**config.mk**
```make
export PLATFORM = sky130hd
export DESIGN_NAME = capture_ctrl
export DESIGN_NICKNAME = d
export VERILOG_FILES = /design/src/rtl/capture_ctrl.sv
export SDC_FILE = /design/constraint.sdc
export NUM_CORES = 1
export LEC_CHECK = 0
export CORE_MARGIN = 2
export CORE_UTILIZATION = 44
export DETAILED_ROUTE_END_ITERATION = 8
export GPL_TIMING_DRIVEN = 0
export PLACE_DENSITY_LB_ADDON = 0.08
export SYNTH_ARGS = -nofsm -noshare
export SYNTH_HDL_FRONTEND = slang
export SYNTH_SLANG_ARGS = --single-unit
```
**constraint.sdc**
```tcl
create_clock -name clk_i -period 3.4 [get_ports clk_i]
set_input_delay 1.02 -clock clk_i [delete_from_list [all_inputs] [get_ports clk_i]]
set_output_delay 1.02 -clock clk_i [all_outputs]
set_load 0.005 [all_outputs]
```
**src/rtl/capture_ctrl.sv**
```systemverilog
// capture_ctrl -- capture/readback sequencer of the logic analyser core.
//
// Purpose
//   Writes strobed samples into a circular sample RAM. On a trigger it
//   captures 4*dly post-trigger samples. It then reads back up to 4*rd
//   samples, newest first, and hands them to the UART transmitter.
//
// Ports
//   clk_i, rst_in        clock; synchronous active-low reset
//   set_cnt_i            load rd_cnt_i / dly_cnt_i (accepted in IDLE only)
//   rd_cnt_i, dly_cnt_i  readback count / 4, post-trigger delay / 4
//   run_i, abort_i       trigger pulse, cancel capture/readback
//   stb_i, smpls_i       sample valid and sample data
//   mem_d_i              RAM read data, valid 1 cycle after addr_o
//   tx_rdy_i             transmitter idle
//   we_o, addr_o         RAM write enable and shared read/write address
//   mem_q_o              RAM write data (smpls_i passed through)
//   tx_stb_o, tx_o       1-cycle transmit strobe and registered word
//   busy_o               high in any state but IDLE
//   state_o              current FSM state, for debug and checkers
//
// Handshake: a word is transferred in the cycle where tx_stb_o is high;
// tx_stb_o is only raised while tx_rdy_i is high, and at most once per word.
//
// Build option
//   LOGIP_FILL_LIMIT_EN  when defined, a saturating fill counter limits
//                        readback to locations written since reset/abort.

module capture_ctrl #(
  parameter int WIDTH     = 32,
  parameter int DEPTH     = 5,
  parameter int CNT_WIDTH = 16
) (
  input  logic                 clk_i,
  input  logic                 rst_in,
  input  logic                 set_cnt_i,
  input  logic [CNT_WIDTH-1:0] rd_cnt_i,
  input  logic [CNT_WIDTH-1:0] dly_cnt_i,
  input  logic                 run_i,
  input  logic                 abort_i,
  input  logic                 stb_i,
  input  logic [WIDTH-1:0]     smpls_i,
  input  logic [WIDTH-1:0]     mem_d_i,
  input  logic                 tx_rdy_i,
  output logic                 we_o,
  output logic [DEPTH-1:0]     addr_o,
  output logic [WIDTH-1:0]     mem_q_o,
  output logic                 tx_stb_o,
  output logic [WIDTH-1:0]     tx_o,
  output logic                 busy_o,
  output logic [2:0]           state_o
);

  localparam int TW = CNT_WIDTH + 2;
  // Ring size expressed in target width and in fill-counter width.
  localparam logic [TW-1:0]  RING     = TW'({1'b1, {DEPTH{1'b0}}});
  localparam logic [DEPTH:0] FILL_MAX = {1'b1, {DEPTH{1'b0}}};

  typedef enum logic [2:0] {
    IDLE    = 3'd0,
    TRG     = 3'd1,
    RD      = 3'd2,
    LOAD    = 3'd3,
    TX      = 3'd4,
    TX_WAIT = 3'd5
  } state_t;

  state_t           state;
  logic [DEPTH-1:0] ptr;
  logic [DEPTH-1:0] rd_ptr;
  logic [TW-1:0]    cnt;
  logic [TW-1:0]    rd_tgt;
  logic [TW-1:0]    dly_tgt;
  logic [TW-1:0]    rd_lim;
  logic             write_en;
  logic             tx_fire;

`ifdef LOGIP_FILL_LIMIT_EN
  logic [DEPTH:0] fill;

  always_ff @(posedge clk_i) begin
    if (!rst_in || abort_i) begin
      fill <= '0;
    end else if (write_en && fill != FILL_MAX) begin
      fill <= fill + 1'b1;
    end
  end
`endif

  // Effective readback length: never more than the ring holds (and, with
  // the fill limit, never more than has actually been written).
  always_comb begin
    rd_lim = (rd_tgt > RING) ? RING : rd_tgt;
`ifdef LOGIP_FILL_LIMIT_EN
    if (TW'(fill) < rd_lim) rd_lim = TW'(fill);
`endif
  end

  // Writes stop in the cycle TRG reaches its target; reset and abort
  // suppress both RAM writes and the transmit strobe immediately.
  assign write_en = rst_in && !abort_i && stb_i &&
                    (state == IDLE || (state == TRG && cnt != dly_tgt));
  assign tx_fire  = rst_in && !abort_i && (state == TX) && tx_rdy_i;

  assign we_o     = write_en;
  assign tx_stb_o = tx_fire;
  assign mem_q_o  = smpls_i;
  assign addr_o   = (state == IDLE || state == TRG) ? ptr : rd_ptr;
  assign busy_o   = (state != IDLE);
  assign state_o  = state;

  always_ff @(posedge clk_i) begin
    if (!rst_in) begin
      state   <= IDLE;
      ptr     <= '0;
      rd_ptr  <= '0;
      cnt     <= '0;
      tx_o    <= '0;
      rd_tgt  <= TW'(4);
      dly_tgt <= TW'(4);
    end else if (abort_i) begin
      state <= IDLE;
      cnt   <= '0;
    end else begin
      case (state)
        IDLE: begin
          if (set_cnt_i) begin
            rd_tgt  <= {rd_cnt_i, 2'b00};
            dly_tgt <= {dly_cnt_i, 2'b00};
          end
          if (write_en) ptr <= ptr + 1'b1;
          if (run_i) begin
            state <= TRG;
            cnt   <= '0;
          end
        end
        TRG: begin
          if (cnt == dly_tgt) begin
            state  <= RD;
            rd_ptr <= ptr - 1'b1;  // newest sample
            cnt    <= '0;
          end else if (write_en) begin
            ptr <= ptr + 1'b1;
            cnt <= cnt + 1'b1;
          end
        end
        RD: begin
          if (cnt == rd_lim) begin
            state <= IDLE;
            cnt   <= '0;
          end else begin
            state <= LOAD;
          end
        end
        LOAD: begin
          // addr_o has held rd_ptr since RD, so mem_d_i is valid now.
          tx_o  <= mem_d_i;
          state <= TX;
        end
        TX: begin
          if (tx_fire) begin
            cnt    <= cnt + 1'b1;
            rd_ptr <= rd_ptr - 1'b1;
            state  <= TX_WAIT;
          end
        end
        TX_WAIT: begin
          // One idle cycle gives the transmitter time to drop tx_rdy_i.
          state <= RD;
        end
        default: begin
          state <= IDLE;
        end
      endcase
    end
  end

endmodule

```
==> metrics.md, run 1 <==
| Metric | Value |
|---|---|
| Status | `complete, no violations` |
| Port bufs | `144` |
| H-tree levels | `3` |
| Worst Setup End Kind | `output port` |
| Synth Net Count | `701` |
| GP Congestion | `0.905` |
| DIE AREA | `11400 um^2` |
| Drt initial violations | `194` |
| Hold Crit Class | `flop to flop` |
| Clk sinks | `95` |
| Vias in the first global route | `4608` |
| Post-synth EDFFs | `0` |
| Ports | `178` |
| Initial core utilization | `0.453` |
| Die H | `107 um` |
| CTS Hold Bufs | `0` |
| Post-Place Cells | `874` |
| Mean number of vias per cell | `5.19` |
| Routed WL | `13000 um` |
| Synth unique cells | `53` |
| Clock tree root driver cell | `clkbuf_8` |
| Post-DP HPWL | `9950 um` |
| Startpoint Class | `input port` |
| Most frequent cells in the layout | `nand2_1 (150), clkdlybuf4s50_1 (142), dfxtp_1 (92), a21oi_1 (80), buf_4 (33)` |
| Async SR Flop Fraction | `0` |
| WP data required | `2.38 ns` |
| Final Max Slew Viols | `0` |
| Final setup vio count | `0` |
| Setup TNS | `0 ns` |
| Flops & latches, synth | `95` |
| Layout Cells excl Fill | `890` |
| Post-DRT Antenna Nets | `0` |
| Drt first pass iters | `5` |
| CORE AREA | `10300 um^2` |
| Post-synth top flop | `dfxtp_1` |
| Critical path type | `input port to output port` |
| Register area share after synthesis | `0.409` |
| Post-Syn Area | `4650 um^2` |
| Layout Area Growth over Synthesis | `40.4%` |
| # DRC | `0` |
| Hold Fails Final Rpt | `0` |
| CTS max path bufs | `2` |
| Period utilization | `0.970` |
| Worst-Margin Slew | `0.689 ns` |
| Fmax | `303 MHz` |
| Syn_area_per_cell | `7.83 um^2` |
| Row count | `37` |
| Num CTS Buffers | `9` |
| First-pass GRT wire length | `21000 um` |
| Period minus WS final | `3.30 ns` |
| Synth Instances | `594` |
| Final nets | `856` |
| P_leak | `2.39 nW` |
| RSZ-0062 raised after global routing | `no` |
| Yosys warns | `0` |
| MaxCap Viol Count | `0` |
| Clock Latency Late Sink | `0.37 ns` |
| Global Route Usage Sum | `0.227` |
| CTS tree | `done` |
| Clock slew at reported path FFs | `0.09 ns` |
| DR vias | `4621` |
| Arrival time worst endpoint | `2.28 ns` |
| Share of cells above drive strength 1 | `0.105` |
| CP max FO | `5` |
| Rel. slew slack | `0.540` |
| Clock Skews | `0.0133 ns` |
| PwrDens | `359 nW/um^2` |
| Commonest non-fill, non-tap cell in the layout | `nand2_1` |
| Peak supply drop | `0.241 mV` |
| Initial antenna violation count | `0` |
| Die Span X | `107 um` |
| Congestion Overflow GR | `0` |
| Antenna diodes | `0` |
| Post-DR wirelength/cell | `14.6 um` |
| Largest net degree at the start of global routing | `18` |
==> path summary, 6_finish.rpt <==
path	startpoint	end	slack (ns)	depth (start not counted)
max	tx_rdy_i	tx_stb_o	0.10	3
min reg2reg	tx_o[5]$_SDFFE_PN0P_	tx_o[5]$_SDFFE_PN0P_	0.46	2
min	tx_o[5]$_SDFFE_PN0P_	tx_o[5]$_SDFFE_PN0P_	0.46	2
max reg2reg	rd_tgt[14]$_SDFFE_PN0P_	cnt[9]$_SDFFE_PP0P_	0.27	9
==> metal layers <==
layer,global-route usage,wire (um),vias up
met1,0.270,5490,2130
met2,0.397,6250,166
met3,0.0590,1010,18
met5,0,0,-
met4,0.0742,209,0
li1,-,-,2307
==> sequential cells by signal, summed over array words and instances, names as in the netlist <==
signal and flops:
rd_ptr 5, state_o 3, rd_tgt 16, ptr 5, tx_o 32, dly_tgt 16, cnt 18
==> synthesized netlist by cell type, types with 8 or more instances <==
cell	n	area [um^2]
nand2_1	150	563
xnor2_1	12	105
o31ai_1	9	67.6
a21oi_1	81	405
buf_4	32	240
and3_1	9	56.3
dfxtp_1	95	1900
mux2i_1	8	80.1
nor2_1	19	71.3
o21ai_0	9	45.0
nor4_1	10	62.6
nand3_1	13	65.1
clkbuf_1	36	135
nor3_1	8	40.0
xor2_1	12	105
==> report_power, final <==
part | leakage, nW | switching (mW) | internal [mW]
clock network | 0.105 | 0.434 | 0.372
registers | 0.771 | 0.0232 | 1.14
logic | 1.51 | 0.166 | 0.209
==> worst max-delay path, stage by stage <==
cell and delay (ns):
clkdlybuf4s50_1 0.55, and3_1 0.20, clkdlybuf4s50_1 0.50
==> repair_timing <==
action / CTS / global route
resized for setup: 17 / 6
setup endpoints to repair: 12 / 2
gates cloned: 0 / 0
hold endpoints to repair: 0 / 0
setup buffers: 1 / 0
==> per-stage QoR <==
step            util  cell area [um^2]  power, mW  hold slack (ns)  setup WS (ns)
6_report       0.636              6530       2.34            0.457          0.102
5_1_grt        0.636              6530       2.44            0.473         0.0435
4_1_cts        0.635              6520       2.35            0.460         0.0243
3_5_place_dp   0.610              6260       1.56            0.447         -0.838
3_3_place_gp   0.610              6260       1.55            0.441         -0.814
2_1_floorplan      -              4650       1.37            0.431          0.247
==> final cells by class <==
| type | count | area [um^2] |
|---|---|---|
| fill | 904 | 3740 |
| clock buffer | 10 | 138 |
| buffer | 70 | 412 |
| sequential | 95 | 1910 |
| multi-input combinational | 420 | 2350 |
| inverter | 8 | 30.0 |
| clock inverter | 6 | 75.1 |
| timing repair buffer | 145 | 1450 |
| tap | 136 | 170 |
==> logic make-up (layout without fill, tap and decap cells) <==
group	Yosys count	count (layout)	share of synthesized area
muxes	12	12	0.0269
adders and majority gates	4	4	0.0108
buffers and inverters	79	239	0.0914
DFF	95	95	0.409
xor gates and xnor gates	24	24	0.0452
AOI/OAI and AO/OA	125	125	0.161
and+or+nand+nor	255	255	0.256
Note: power is estimated with default switching activity, not from simulation.
==> run 2: changes to the inputs <==
HOLD_SLACK_MARGIN = 0.03   (was not set)
==> results of run 2 <==
No change in the layout: final DEF, timing and power equal those of run 1.
==> variant (flow settings as in run 1) <==
Change the parameter `WIDTH` from 32 to 28.
--- a/src/rtl/capture_ctrl.sv
+++ b/src/rtl/capture_ctrl.sv
@@ -27,7 +27,7 @@
 //                        readback to locations written since reset/abort.
 
 module capture_ctrl #(
-  parameter int WIDTH     = 32,
+  parameter int WIDTH     = 28,
   parameter int DEPTH     = 5,
   parameter int CNT_WIDTH = 16
 ) (
Interface: changed (resized mem_d_i, mem_q_o, smpls_i and tx_o); port bits go from 178 to 162. The function was not compared with the original's and may differ.
==> variant against run 1 <==
Via count decreased by 6.5%. Worst setup slack got worse by 48 ps. Area after synthesis decreased by 4.7%. Power decreased by 6.6%. Die area decreased by 4.5%. Register-to-register slack improved by 250 ps. Sequential cell count decreased by 4. Wire length decreased by 7.8%. Synthesized cell count decreased by 6.6%. Sequential power decreased by 4%. Non-clock buffer count decreased by 18. Core utilization decreased by 0.48 points. Design area decreased by 5.6%. Critical endpoint unchanged.
==> variant: results (changes against run 1) <==
grt:
  grt_max_degree: 14  # -4
  first_global_vias: 4021  # -13%
  grt_pass1_wl_um: 19500  # -7.4%
  grt.total_usage_pct: 21.9  # -0.80 points
synthesis:
  postSynth.topFlopCell: "sky130_fd_sc_hd__dfxtp_1"
  synth.mux.area_fraction_pct: 3.36  # +0.67 points
  seq_area_frac_synth_pct: 41.1  # +0.20 points
  synth_adder_area_share_pct: 1.13  # +0.053 points
  netlist_top_cells_count: "sky130_fd_sc_hd__nand2_1, sky130_fd_sc_hd__dfxtp_1, sky130_fd_sc_hd__a21oi_1"
  synth.distinct_cells: 52  # -1.9%
  synth_compound_area_share_pct: 16.4  # +0.23 points
  synthesis.nets: 654  # -6.7%
  synthesis.instances: 555  # -6.6%
  synthTopCellsByArea: "sky130_fd_sc_hd__dfxtp_1, sky130_fd_sc_hd__nand2_1, sky130_fd_sc_hd__a21oi_1"
hold_path:
  min_delay_worst_endpoint: "tx_o[18]"
setup_path:
  worstPathArrival_ps: 2330  # +50 ps
  worst_r2r_endpoint: "cnt[11]"
  critPathMaxStageDelay_ps: 500  # -50 ps
  timing.critical_path.to: "tx_stb_o"
  timing.rr.start: "rd_tgt[10]"
  regToRegSetupSlack_ps: 520  # +250 ps
pwr:
  power.sequential.fraction_pct: 50.5  # +0.9 points
  clk-power_uw: 774  # -4.0%
  power_leakage_uw: 0.00215  # -10%
  net-switching-power_uw: 516  # -17%
sta:
  timing.slew.headroom_pct: 51.0  # -3.0 points
  finalClockSkew_ps: 11.5  # -1.83 ps
  max_clock_freq_mhz: 299  # -1.4%
place:
  port_buffers: 133  # -7.6%
  detailedPlace.worstSlack_ps: -934  # -96.0 ps
  post_dp_cell_area_um2: 5930  # -5.3%
  cell_count_after_placement: 821  # -6.1%
  gp_congestion: 0.805  # -11%
  place.detailed.hpwl_um: 8980  # -9.7%
detailed_routing:
  via_per_inst: 5.16  # -0.57%
  avgRoutedWirePerCell_um: 14.3  # -2.0%
  initial_drc_count: 153  # -21%
  total_routed_wirelength_um: 12000  # -7.8%
layout:
  reg_top3: "tx_o: 28 flops, cnt: 18 flops"
  proportion_of_layout_cells_with_a_drive_suffix_above_1_pct: 11.4  # +0.89 points
cts:
  cts_root_buf: "sky130_fd_sc_hd__clkbuf_8"
run_status:
  run_status: "completed"
floorplanning:
  placement_rows: 36  # -2.7%
variant: cell count changes in the layout (fill, tap and decap cells not counted), sizes merged, moves of 4 or more:
cell | run 1 | this run
and3 | 9 | 5
buf | 36 | 42
clkbuf | 45 | 35
clkdlybuf4s50 | 142 | 130
dfxtp | 95 | 91
nand2 | 150 | 144
nand2b | 7 | 3
nor2 | 19 | 15
nor2b | 7 | 3
nor3 | 8 | 4
nor4 | 10 | 6
xnor2 | 12 | 19
xor2 | 12 | 1
variant: area by class of cell:
| cell class | count | area (um2) |
|---|---|---|
| buffer | 62 | 402 |
| inverter | 10 | 37.5 |
| multi-input combinational | 392 | 2210 |
| tap | 133 | 166 |
| clock inverter | 3 | 65.1 |
| timing repair buffer | 135 | 1340 |
| sequential | 91 | 1820 |
| fill | 902 | 3610 |
| clock buffer | 11 | 131 |
variant: tightest hold or removal path: stages (launching register included):
cell	delay [ps]
sky130_fd_sc_hd__dfxtp_1	310
sky130_fd_sc_hd__nand2_1	50
sky130_fd_sc_hd__a21oi_1	50
variant: repair_timing:
action / in CTS / in global routing
pin swaps: 0 / 1
setup buffers: 2 / 0
setup endpoints to repair: 12 / 1
gates resized for setup: 14 / 1
endpoints found under the hold margin: 0 / 0
variant: routing by layer:
layer	wire, um	GRT usage (%)	up-vias
li1	-	-	2172
met1	5280	27.9	1989
met2	5590	35.7	147
met3	918	5.51	13
met4	169	8.01	0
met5	0	0	-
variant: per-stage QoR:
step           total power (uW)  setup TNS [ps]  hold WS (ps)
2_1_floorplan              1280               0           436
3_3_place_gp               1430           -8640           441
3_5_place_dp               1440           -8960           446
4_1_cts                    2200               0           457
5_1_grt                    2270               0           472
6_report                   2190               0           455
